### config.mk
export PLATFORM = sky130hd
export DESIGN_NAME = uio_bus_arbiter
export DESIGN_NICKNAME = d
export VERILOG_FILES = /design/src/rtl/uio_bus_arbiter.sv
export SDC_FILE = /design/constraint.sdc
export NUM_CORES = 1
export LEC_CHECK = 0
export ABC_CLOCK_PERIOD_IN_PS = 3800
export CORE_MARGIN = 4
export CORE_UTILIZATION = 45
export CTS_BUF_LIST = sky130_fd_sc_hd__clkbuf_8
export DETAILED_ROUTE_END_ITERATION = 10
export GPL_ROUTABILITY_DRIVEN = 0
export GPL_TIMING_DRIVEN = 0
export PLACE_DENSITY = 0.89
export REMOVE_ABC_BUFFERS = 1
export SETUP_SLACK_MARGIN = 0.1
export SLEW_MARGIN = 20
export SYNTH_ARGS = -nofsm -noshare
export SYNTH_HDL_FRONTEND = slang
export SYNTH_SLANG_ARGS = --single-unit
### constraint.sdc
create_clock -name clk -period 3.8 [get_ports clk]
set_input_delay 1.14 -clock clk [delete_from_list [all_inputs] [get_ports clk]]
set_output_delay 1.14 -clock clk [all_outputs]
set_load 0.005 [all_outputs]
### src/rtl/uio_bus_arbiter.sv
// Four-requester round-robin owner of a shared 8-bit bidirectional pad bank,
// with a one-cycle turnaround between owners and a per-grant burst cap.
module uio_bus_arbiter #(
    parameter int unsigned MAX_BURST = 8
) (
    input  logic        clk,
    input  logic        rst_n,
    input  logic [3:0]  req,
    input  logic [3:0]  dir,
    input  logic [31:0] dout,
    output logic [3:0]  gnt,
    input  logic [7:0]  uio_in,
    output logic [7:0]  uio_out,
    output logic [7:0]  uio_oe,
    output logic [7:0]  rdata,
    output logic        busy
);

    typedef enum logic [1:0] {
        ST_IDLE = 2'd0,
        ST_TURN = 2'd1,
        ST_OWN  = 2'd2
    } state_t;

    localparam logic [7:0] BURST_LAST = 8'(MAX_BURST);

    state_t      state_q, state_d;
    logic [1:0]  owner_q, owner_d;
    logic [1:0]  ptr_q,   ptr_d;
    logic [7:0]  cnt_q,   cnt_d;
    logic [3:0]  gnt_q,   gnt_d;
    logic [7:0]  rdata_q;

    logic [3:0]  owner_oh;
    logic        burst_done;
    logic        release_own;
    logic [3:0]  cand_release;
    logic [2:0]  pick_idle;
    logic [2:0]  pick_release;
    logic        drive_en;

    // Returns {found, index}; the search starts one past ptr and wraps, so
    // the previous owner is considered last.
    function automatic logic [2:0] rr_pick(input logic [3:0] cand, input logic [1:0] ptr);
        logic [2:0] res;
        logic [1:0] idx;
        res = 3'b000;
        for (int i = 4; i >= 1; i--) begin
            idx = ptr + 2'(i);
            if (cand[idx]) begin
                res = {1'b1, idx};
            end
        end
        return res;
    endfunction

    assign owner_oh     = 4'b0001 << owner_q;
    assign burst_done   = (cnt_q == BURST_LAST);
    assign release_own  = !req[owner_q] || burst_done;
    assign cand_release = burst_done ? (req & ~owner_oh) : req;
    assign pick_idle    = rr_pick(req, ptr_q);
    assign pick_release = rr_pick(cand_release, ptr_q);

    always_comb begin
        state_d = state_q;
        owner_d = owner_q;
        ptr_d   = ptr_q;
        cnt_d   = cnt_q;
        gnt_d   = 4'b0000;
        case (state_q)
            ST_IDLE: begin
                cnt_d = 8'd0;
                if (pick_idle[2]) begin
                    state_d = ST_TURN;
                    owner_d = pick_idle[1:0];
                end
            end
            ST_TURN: begin
                state_d = ST_OWN;
                ptr_d   = owner_q;
                cnt_d   = 8'd1;
                gnt_d   = owner_oh;
            end
            ST_OWN: begin
                if (release_own) begin
                    cnt_d = 8'd0;
                    if (pick_release[2]) begin
                        state_d = ST_TURN;
                        owner_d = pick_release[1:0];
                    end else begin
                        state_d = ST_IDLE;
                    end
                end else begin
                    cnt_d = cnt_q + 8'd1;
                    gnt_d = gnt_q;
                end
            end
            default: begin
                state_d = ST_IDLE;
                cnt_d   = 8'd0;
            end
        endcase
    end

    always_ff @(posedge clk or negedge rst_n) begin
        if (!rst_n) begin
            state_q <= ST_IDLE;
            owner_q <= 2'd0;
            ptr_q   <= 2'd3;
            cnt_q   <= 8'd0;
            gnt_q   <= 4'b0000;
            rdata_q <= 8'h00;
        end else begin
            state_q <= state_d;
            owner_q <= owner_d;
            ptr_q   <= ptr_d;
            cnt_q   <= cnt_d;
            gnt_q   <= gnt_d;
            rdata_q <= uio_in;
        end
    end

    // Pad drive follows dir live so a direction flip needs no turnaround;
    // it is gated by registered state, so reset drops the pads at once.
    assign drive_en = (state_q == ST_OWN) && dir[owner_q];
    assign uio_oe   = {8{drive_en}};
    assign uio_out  = drive_en ? dout[{owner_q, 3'b000} +: 8] : 8'h00;

    assign gnt   = gnt_q;
    assign rdata = rdata_q;
    assign busy  = (state_q != ST_IDLE);

endmodule

==> impl_metrics.toml, run 1 <==
[drt]
drt_iter0_drc = 142
wirelength_mm = 5.328
vias_per_cell = 5.749
drc = 0
vias = 1857
post_drt_wl_per_cell_um = 16.50
ant_nets = 0
drt-pass1-iter-count = 4

[die]
coreArea_um2 = 4354
rows = 24
die_w_um = 74.85
die_height_um = 74.85
io_pins = 79
initial_core_util_pct = 46.18
dieArea_um2 = 5602

[clocking]
root_buffer = "clkbuf_8"
h-tree-depth = 1
clkSinkCount = 26
clk_latency_ns = 0.26
clock_path_buffers = 2
cts_made_buffers = 3
cts_tree = "built"
clk_pin_slew_ns = 0.09

[worst_setup_path]
slowest_delay_ns = 0.52
cp_common_cell = "dlygate4sd2_1"
rr_startpoint = "owner_q[1]$_DFFE_PN0P_"
worstPathArrival_ns = 2.49
cp-end-kind = "output port"
crit_type = "input pin to output port"
cp_cell_sequence = "dlygate4sd2_1 > mux4_2 > buf_6 > and3_1 > dlygate4sd2_1"
crit_required_ns = 2.66
critPathSlowestCell = "mux4_2"
cp-start-kind = "input pin"
cp_max_fo = 4
critPathLaunch = "dir[3]"

[min_path]
hp-start = "gnt[0]$_DFFE_PN0P_"
worstHoldPathType = "flop to flop"

[timing]
period_minus_slack_ns = 3.629
report.final.slew_viol_count = 0
fin_crit_sh_pct = 95.50
timing.slew.headroom_pct = 35.16
fmax_mhz = 275.6
tightest_slew_ns = 0.9726
hold_viol = 0
setup_viol = 0
fin_skew_ns = 0.001434
grt_setup_unrepaired = "no"

[pwr]
ir_drop_mv = 0.3523
pwr-share-comb_pct = 53.9
internal_power_uw = 898.5
power.leakage_uw = 0.001243
power_uw = 1493
p_sw_share_pct = 39.83
switchingPower_uw = 594.8
power_frac_clock_pct = 11.8
power_density_nw_per_um2 = 533.7
p_seq_share_pct = 34.3

[synthesis]
ys_async_sr_fraction_pct = 100.0
ys_warn_count = 0
synth_ff_type = "dfrtp_1"
ys_types = 50
syn_area_per_cell_um2 = 9.620
synth-edff-count = 0
ys_seq_area_share_pct = 32.48
synthCells = 209
synth_top_area_cell = "dfrtp_1"
synth_area_um2 = 2011
yosys-top-cells-area = "dfrtp_1, mux4_2, ha_1, and3_1, o21ai_0"
synth-seq-cells = 26
yosysTopAreaCellShare_pct = 29.87

[placed_design]
hpwl_mm = 3.954
portBuffers = 78

[finish]
fin_util_pct = 64.25
nFillCells = 332
area_delta_synth_final_pct = 39.14
nets = 329
drive_gt1_share_pct = 11.44
final_common_cell = "clkdlybuf4s50_1"
final_cell_mix = "clkdlybuf4s50_1, dfrtp_1, dlygate4sd2_1"
diodes = 0

[grt]
grt_pass1_wl_mm = 8.728
groute.usage.overall_pct = 19.98
antenna_found_initial = 0
grt_overflow = 0
grt_pass1_vias = 1844
grt_start_max_net_pins = 27

[run_status]
status = "finished clean"

[run]
cap_violations = 0
-- worst max-delay path, delay by kind of cell --
| family | cells | cell delay [ns] |
|---|---|---|
| buf+inv | 3 | 0.68 |
| simple gates | 1 | 0.15 |
| mux | 1 | 0.52 |
-- logic make-up after synthesis --
group                      synth area share (%)
and+or+nand+nor                           20.47
AOI/OAI and AO/OA                         13.25
buffers and inverters                     8.151
DFF                                       32.48
muxes                                     17.80
xor gates and xnor gates                  3.485
adders and majority gates                 4.356
-- worst paths after layout --
kind                                               end  slack, ns  cells after the start
worst max-delay path                        uio_out[1]       0.17                      5
worst min-delay path                gnt[0]$_DFFE_PN0P_       0.49                      2
worst max register to register  owner_q[0]$_DFFE_PN0P_       1.32                      5
worst min register to register      gnt[0]$_DFFE_PN0P_       0.49                      2
max in group asynchronous       owner_q[0]$_DFFE_PN0P_       2.53                      1
min in group asynchronous           cnt_q[7]$_DFF_PN0_       0.86                      1
-- state kept, by name, indices dropped and copies added (netlist names) --
signal	cells
rdata	8
ptr_q	2
gnt	4
state_q	2
cnt_q	8
owner_q	2
-- power groups by stage --
| stage | Sequential (uW) | Combinational (uW) | Clock [uW] |
|---|---|---|---|
| after detailed placement | 509 | 799 | 0 |
| final | 512 | 805 | 176 |
| after CTS | 510 | 805 | 183 |
| after global routing | 533 | 884 | 192 |
| after floorplan | 470 | 508 | 0 |
| after global placement | 509 | 777 | 0 |
-- cells in the mapped netlist (2+ instances only) --
master and instances:
ha_1 7, dfrtp_1 24, mux4_2 10, buf_4 8, mux2_2 5, xnor2_1 2, nand2_1 12, nor2b_1 3
o2111ai_1 2, nor2_1 16, nand2b_1 6, mux2i_1 5, o211ai_1 5, o21ai_0 12, nand4_1 2, o21a_1 2
a21o_1 2, buf_2 5, clkbuf_1 8, and3_1 12, nand3_1 11, xor2_1 6, inv_1 12, o31ai_1 2
dfstp_2 2, a21oi_1 4
-- metrics by stage --
step	TNS [ns]	hold slack [ns]	cell area (um2)	cells	setup WS [ns]
after floorplan	0	0.4669	1892	187	0.7615
final	0	0.4926	2798	323	0.1709
after detailed placement	-1.949	0.4676	2733	317	-0.1478
after global placement	-1.341	0.4698	2738	317	-0.09585
after global routing	0	0.5067	2798	323	0.1346
after CTS	0	0.4895	2798	323	0.1770
-- final cells by class --
cell class / count / area [um2] / area share [%]
Timing Repair Buffer: 79 / 762.0 / 27.24
Inverter: 12 / 45.04 / 1.610
Tap cell: 52 / 65.06 / 2.326
Multi-Input combinational cell: 150 / 1216 / 43.47
Clock buffer: 4 / 55.05 / 1.968
Sequential cell: 26 / 654.4 / 23.39
-- repair_timing --
action | CTS | global route
hold buffers | 0 | 0
setup buffers | 1 | 0
setup endpoints to repair | 16 | 0
gates resized for setup | 24 | 0
-- layer usage --
layer,vias to the layer above,wire length (um),track usage [%]
met1,912,2148,26.40
met3,6,295,3.204
li1,881,-,-
met4,0,53,4.150
met2,58,2831,34.62
met5,-,0,0
Power figures use the tool's default switching activity.
==> run 2: changes to the inputs <==
PLACE_DENSITY = 0.82   (was 0.89)
==> run 2 against run 1 <==
Effect of this change:
- first-iteration DRC count grew 26%
- fmax up 0.48%
- via count shrank 0.59%
- critical endpoint is now uio_out[2]
- global-route usage fell by 0.47 points
- largest cell class unchanged
==> impl_metrics.toml, run 2 (synthesis results as in run 1) <==
[pwr]
ir_drop_mv = 0.2970
power.leakage_uw = 0.001251
power_density_nw_per_um2 = 522.7
pwr-share-comb_pct = 54.3
p_seq_share_pct = 35.4
p_sw_share_pct = 39.64
power_frac_clock_pct = 10.2
switchingPower_uw = 578.4
internal_power_uw = 880.7

[die]
initial_core_util_pct = 46.18
coreArea_um2 = 4354
dieArea_um2 = 5602
die_height_um = 74.85
die_w_um = 74.85
io_pins = 79
rows = 24

[worst_setup_path]
r2r_slack_ns = 1.30
rr_worst_depth = 5
crit_required_ns = 2.66
rr_startpoint = "ptr_q[0]$_DFFE_PN1N_"
cp-start-kind = "input pin"
cp-end-kind = "output port"
r2r-end = "owner_q[0]$_DFFE_PN0P_"
crit_type = "input pin to output port"
cp_max_fo = 4
worstPathArrival_ns = 2.47

[finish]
area_delta_synth_final_pct = 38.83
drive_gt1_share_pct = 12.18
fin_util_pct = 64.11
final_area_um2 = 2791
diodes = 0
final_common_cell = "clkdlybuf4s50_1"
multiInputGateArea_um2 = 1216
nets = 330
nFillCells = 375
final_cell_mix = "clkdlybuf4s50_1, dfrtp_1, nor2_1, dlygate4sd2_1"
area.sequential_um2 = 654.4

[drt]
vias_per_cell = 5.715
wirelength_mm = 5.190
maxUsedRoutingLayer = "met4"
dr_wl_met2_mm = 2.464
ant_nets = 0
drt_iter0_drc = 179
wl_met3_um = 472
wl_met1_mm = 2.166
post_drt_wl_per_cell_um = 16.07
drc = 0
drt-pass1-iter-count = 4
vias = 1846

[timing]
fin_skew_ns = 0.005382
fmax_mhz = 276.9
holdWs_ns = 0.5096
timing.slew.headroom_pct = 34.92
report.final.slew_viol_count = 0
grt_setup_unrepaired = "no"
fin_crit_sh_pct = 95.04
setup_viol = 0
tightest_slew_ns = 0.9762
hold_viol = 0
period_minus_slack_ns = 3.612
fin_tns_setup_ns = 0

[grt]
grt_overflow = 0
grt_pass1_vias = 1853
antenna_found_initial = 0
grt_pass1_wl_mm = 8.618
grt_start_max_net_pins = 27
groute.usage.overall_pct = 19.50

[run]
cap_violations = 0

[clocking]
clock_path_buffers = 2
cts_made_buffers = 3
root_buffer = "clkbuf_8"
clk_latency_ns = 0.27
cts_tree = "built"
clkSinkCount = 26
clk_pin_slew_ns = 0.08
h-tree-depth = 1

[placed_design]
portBuffers = 78
postPlaceCellArea_um2 = 2733
hpwl_mm = 3.806

[min_path]
worstHoldPathType = "flop to flop"
hp-start = "gnt[0]$_DFFE_PN0P_"
whs_path_depth = 2
min_to = "gnt[0]$_DFFE_PN0P_"

[run_status]
status = "finished clean"
run 2: cell types whose count changed in the layout (fill, tap and decap cells not counted), sizes merged:
cell and change:
dlygate4sd2 -4, buf +3, dlymetal6s2s +2, clkbuf -1
run 2: worst max-delay path, cell delays in order:
cell and delay (ns):
dlygate4sd2_1 0.25, mux4_2 0.52, buf_4 0.16, and3_1 0.15
dlygate4sd2_1 0.26
run 2: worst max-delay path by stage:
stage	cells past startpoint	endpoint	start
2_1_floorplan	3	uio_oe[0]	dir[3]
3_3_place_gp	5	uio_oe[0]	dir[2]
3_5_place_dp	5	uio_oe[1]	dir[2]
4_1_cts	5	uio_out[2]	dir[0]
5_1_grt	4	uio_out[5]	dout[21]
6_report	5	uio_out[2]	dir[3]
run 2: power by group through the flow:
stage	combinational (uW)	clock (uW)	sequential, uW
CTS	796	157	518
global route	873	167	542
finish	792	150	517
global placement	774	0	515
detailed placement	789	0	516
floorplan	508	0	470
run 2: routing by layer:
layer | vias up | GRT usage (%)
li1 | 878 | -
met3 | 8 | 4.139
met1 | 870 | 24.92
met2 | 90 | 32.79
met4 | 0 | 6.522
met5 | - | 0
run 2: stage by stage:
stage | worst slack (ns) | std cells | power [uW]
2_1_floorplan | 0.7615 | 187 | 977.6
3_3_place_gp | -0.1132 | 317 | 1288
3_5_place_dp | -0.1510 | 317 | 1305
4_1_cts | 0.03238 | 323 | 1470
5_1_grt | 0.1318 | 323 | 1582
6_report | 0.1884 | 323 | 1459
run 2: layout make-up:
| class | count | share of cell area, % |
|---|---|---|
| repair buffers | 80 | 27.57 |
| clock buffers | 3 | 1.479 |
| multi-input cells | 150 | 43.57 |
| well taps | 52 | 2.331 |
| inverters | 12 | 1.614 |
| flip-flops and latches | 26 | 23.44 |
run 2: what timing repair did:
| item | in CTS | in global routing |
|---|---|---|
| resized for setup | 28 | 2 |
| hold buffers | 0 | 0 |
| buffers inserted | 2 | 0 |
| cloned | 1 | 0 |
| endpoints found under the setup margin | 16 | 12 |
==> run 3: changes to the inputs <==
GPL_TIMING_DRIVEN = not set   (was 0)
==> run 3 against run 2 <==
Effect of this change:
- setup slack worse by 0.0071 ns
- highest routed layer unchanged
- clock-buffer cell count is 1 higher
- critical path depth is the same
- critical endpoint unchanged
- wire length is 1.2% lower
- sequential cell count did not move
==> impl_metrics.toml, run 3 (synthesis results as in run 1) <==
[run_status]
status = "finished clean"

[placed_design]
hpwl_mm = 3.890
dp_slack_ns = -0.1201
portBuffers = 78
dp_cells = 323

[worst_setup_path]
cp-end-kind = "output port"
slowest_delay_ns = 0.51
cp-start-kind = "input pin"
rr_worst_depth = 6
crit_required_ns = 2.66
critPathSlowestCell = "mux4_2"
cp_max_fo = 3
rr_startpoint = "owner_q[0]$_DFFE_PN0P_"
r2r-end = "owner_q[0]$_DFFE_PN0P_"
crit_type = "input pin to output port"
cp_common_cell = "dlygate4sd2_1"
r2r_slack_ns = 1.14
worstPathArrival_ns = 2.48
cp_cell_sequence = "dlygate4sd2_1 > mux4_2 > buf_4 > and3_1 > dlygate4sd2_1"

[die]
initial_core_util_pct = 46.18
coreArea_um2 = 4354
rows = 24
die_w_um = 74.85
dieArea_um2 = 5602
die_height_um = 74.85
io_pins = 79

[min_path]
worstHoldPathType = "flop to flop"
hp-start = "gnt[0]$_DFFE_PN0P_"
min_to = "gnt[0]$_DFFE_PN0P_"
whs_path_depth = 2

[grt]
grt_use_met2_pct = 33.56
grt_start_max_net_pins = 27
gr-max-usage-layer = "met2"
groute.usage.overall_pct = 19.34
grt_pass1_vias = 1803
grtUsageMet3_pct = 3.071
globalRouteMet1Util_pct = 24.18
grt_pass1_wl_mm = 8.424
grt_overflow = 0
antenna_found_initial = 0

[finish]
final_common_cell = "clkdlybuf4s50_1"
area.sequential_um2 = 653.1
final_cell_mix = "clkdlybuf4s50_1, dfrtp_1, dlygate4sd2_1"
diodes = 0
area_delta_synth_final_pct = 42.31
instances_no_fill = 330
nets = 336
drive_gt1_share_pct = 13.67
nFillCells = 371
fin_util_pct = 65.72
multiInputGateArea_um2 = 1221

[clocking]
cts_tree = "built"
clk_latency_ns = 0.27
clk_pin_slew_ns = 0.08
cts_made_buffers = 3
ctsHoldBuffers = 0
clock_path_buffers = 2
h-tree-depth = 1
root_buffer = "clkbuf_8"
clkSinkCount = 26

[timing]
grt_setup_unrepaired = "no"
hold_viol = 0
worst_slack_ns = 0.1813
period_minus_slack_ns = 3.619
fmax_mhz = 276.3
setup_viol = 0
fin_skew_ns = 0.003313
fin_crit_sh_pct = 95.23
timing.slew.headroom_pct = 58.30
tightest_slew_ns = 0.6256
report.final.slew_viol_count = 0
holdWs_ns = 0.4900

[pwr]
power.leakage_uw = 0.001272
power_density_nw_per_um2 = 525.2
ir_drop_mv = 0.3298

[drt]
wirelength_mm = 5.126
vias = 1892
drt_iter0_drc = 206
drc = 0
post_drt_wl_per_cell_um = 15.53
vias_per_cell = 5.733
ant_nets = 0
drt-pass1-iter-count = 4

[run]
cap_violations = 0
-- run 3: cell count changes in the layout (fill, tap and decap cells not counted), sizes merged --
cell / change
buf: +3
clkdlybuf4s15: +1
dlygate4sd2: +3
clkdlybuf4s50: +1
clkbuf: +1
dlymetal6s2s: -2
-- run 3: how the worst max path moves through the flow --
stage,from,to,cells past startpoint
floorplan,dir[3],uio_oe[0],3
global placement,dir[2],uio_oe[4],5
detailed placement,dir[2],uio_oe[1],5
CTS,dir[2],uio_out[1],5
global route,dout[0],uio_out[0],4
finish,dir[2],uio_out[2],5
-- run 3: what timing repair did --
item,4_1_cts,5_1_grt
setup endpoints to repair,16,0
gates resized for setup,26,0
buffers inserted,2,0
-- run 3: per-layer routing --
layer / part of all wire [%] / wire length [um] / up-vias
li1: - / - / 897
met1: 42 / 2148 / 912
met2: 49 / 2498 / 72
met3: 6.9 / 354 / 11
met4: 2.4 / 125 / 0
met5: 0 / 0 / -
-- run 3: report_power, final --
| group | switching, uW | internal [uW] |
|---|---|---|
| Clock | 81.7 | 92.6 |
| Combinational | 370 | 488 |
| Sequential | 131 | 340 |
| Total | 583 | 920 |
-- run 3: critical path, delay by kind of cell --
family                 cells  cell delay (ns)
muxes                      1             0.51
buffers and inverters      3             0.68
and+or+nand+nor            1             0.15
-- run 3: cell type report --
cell class                      instances  area share [%]
Tap cell                               52           2.274
Timing Repair Buffer                   86           28.73
Inverter                               12           1.574
Clock buffer                            4           1.924
Multi-Input combinational cell        150           42.68
Sequential cell                        26           22.82
-- run 3: per-stage QoR --
step / TNS (ns) / area, um2 / power [uW]
finish: 0 / 2861 / 1503
floorplan: 0 / 1892 / 977.6
global route: 0 / 2861 / 1631
CTS: 0 / 2861 / 1516
global placement: -1.375 / 2783 / 1311
detailed placement: -1.619 / 2783 / 1325
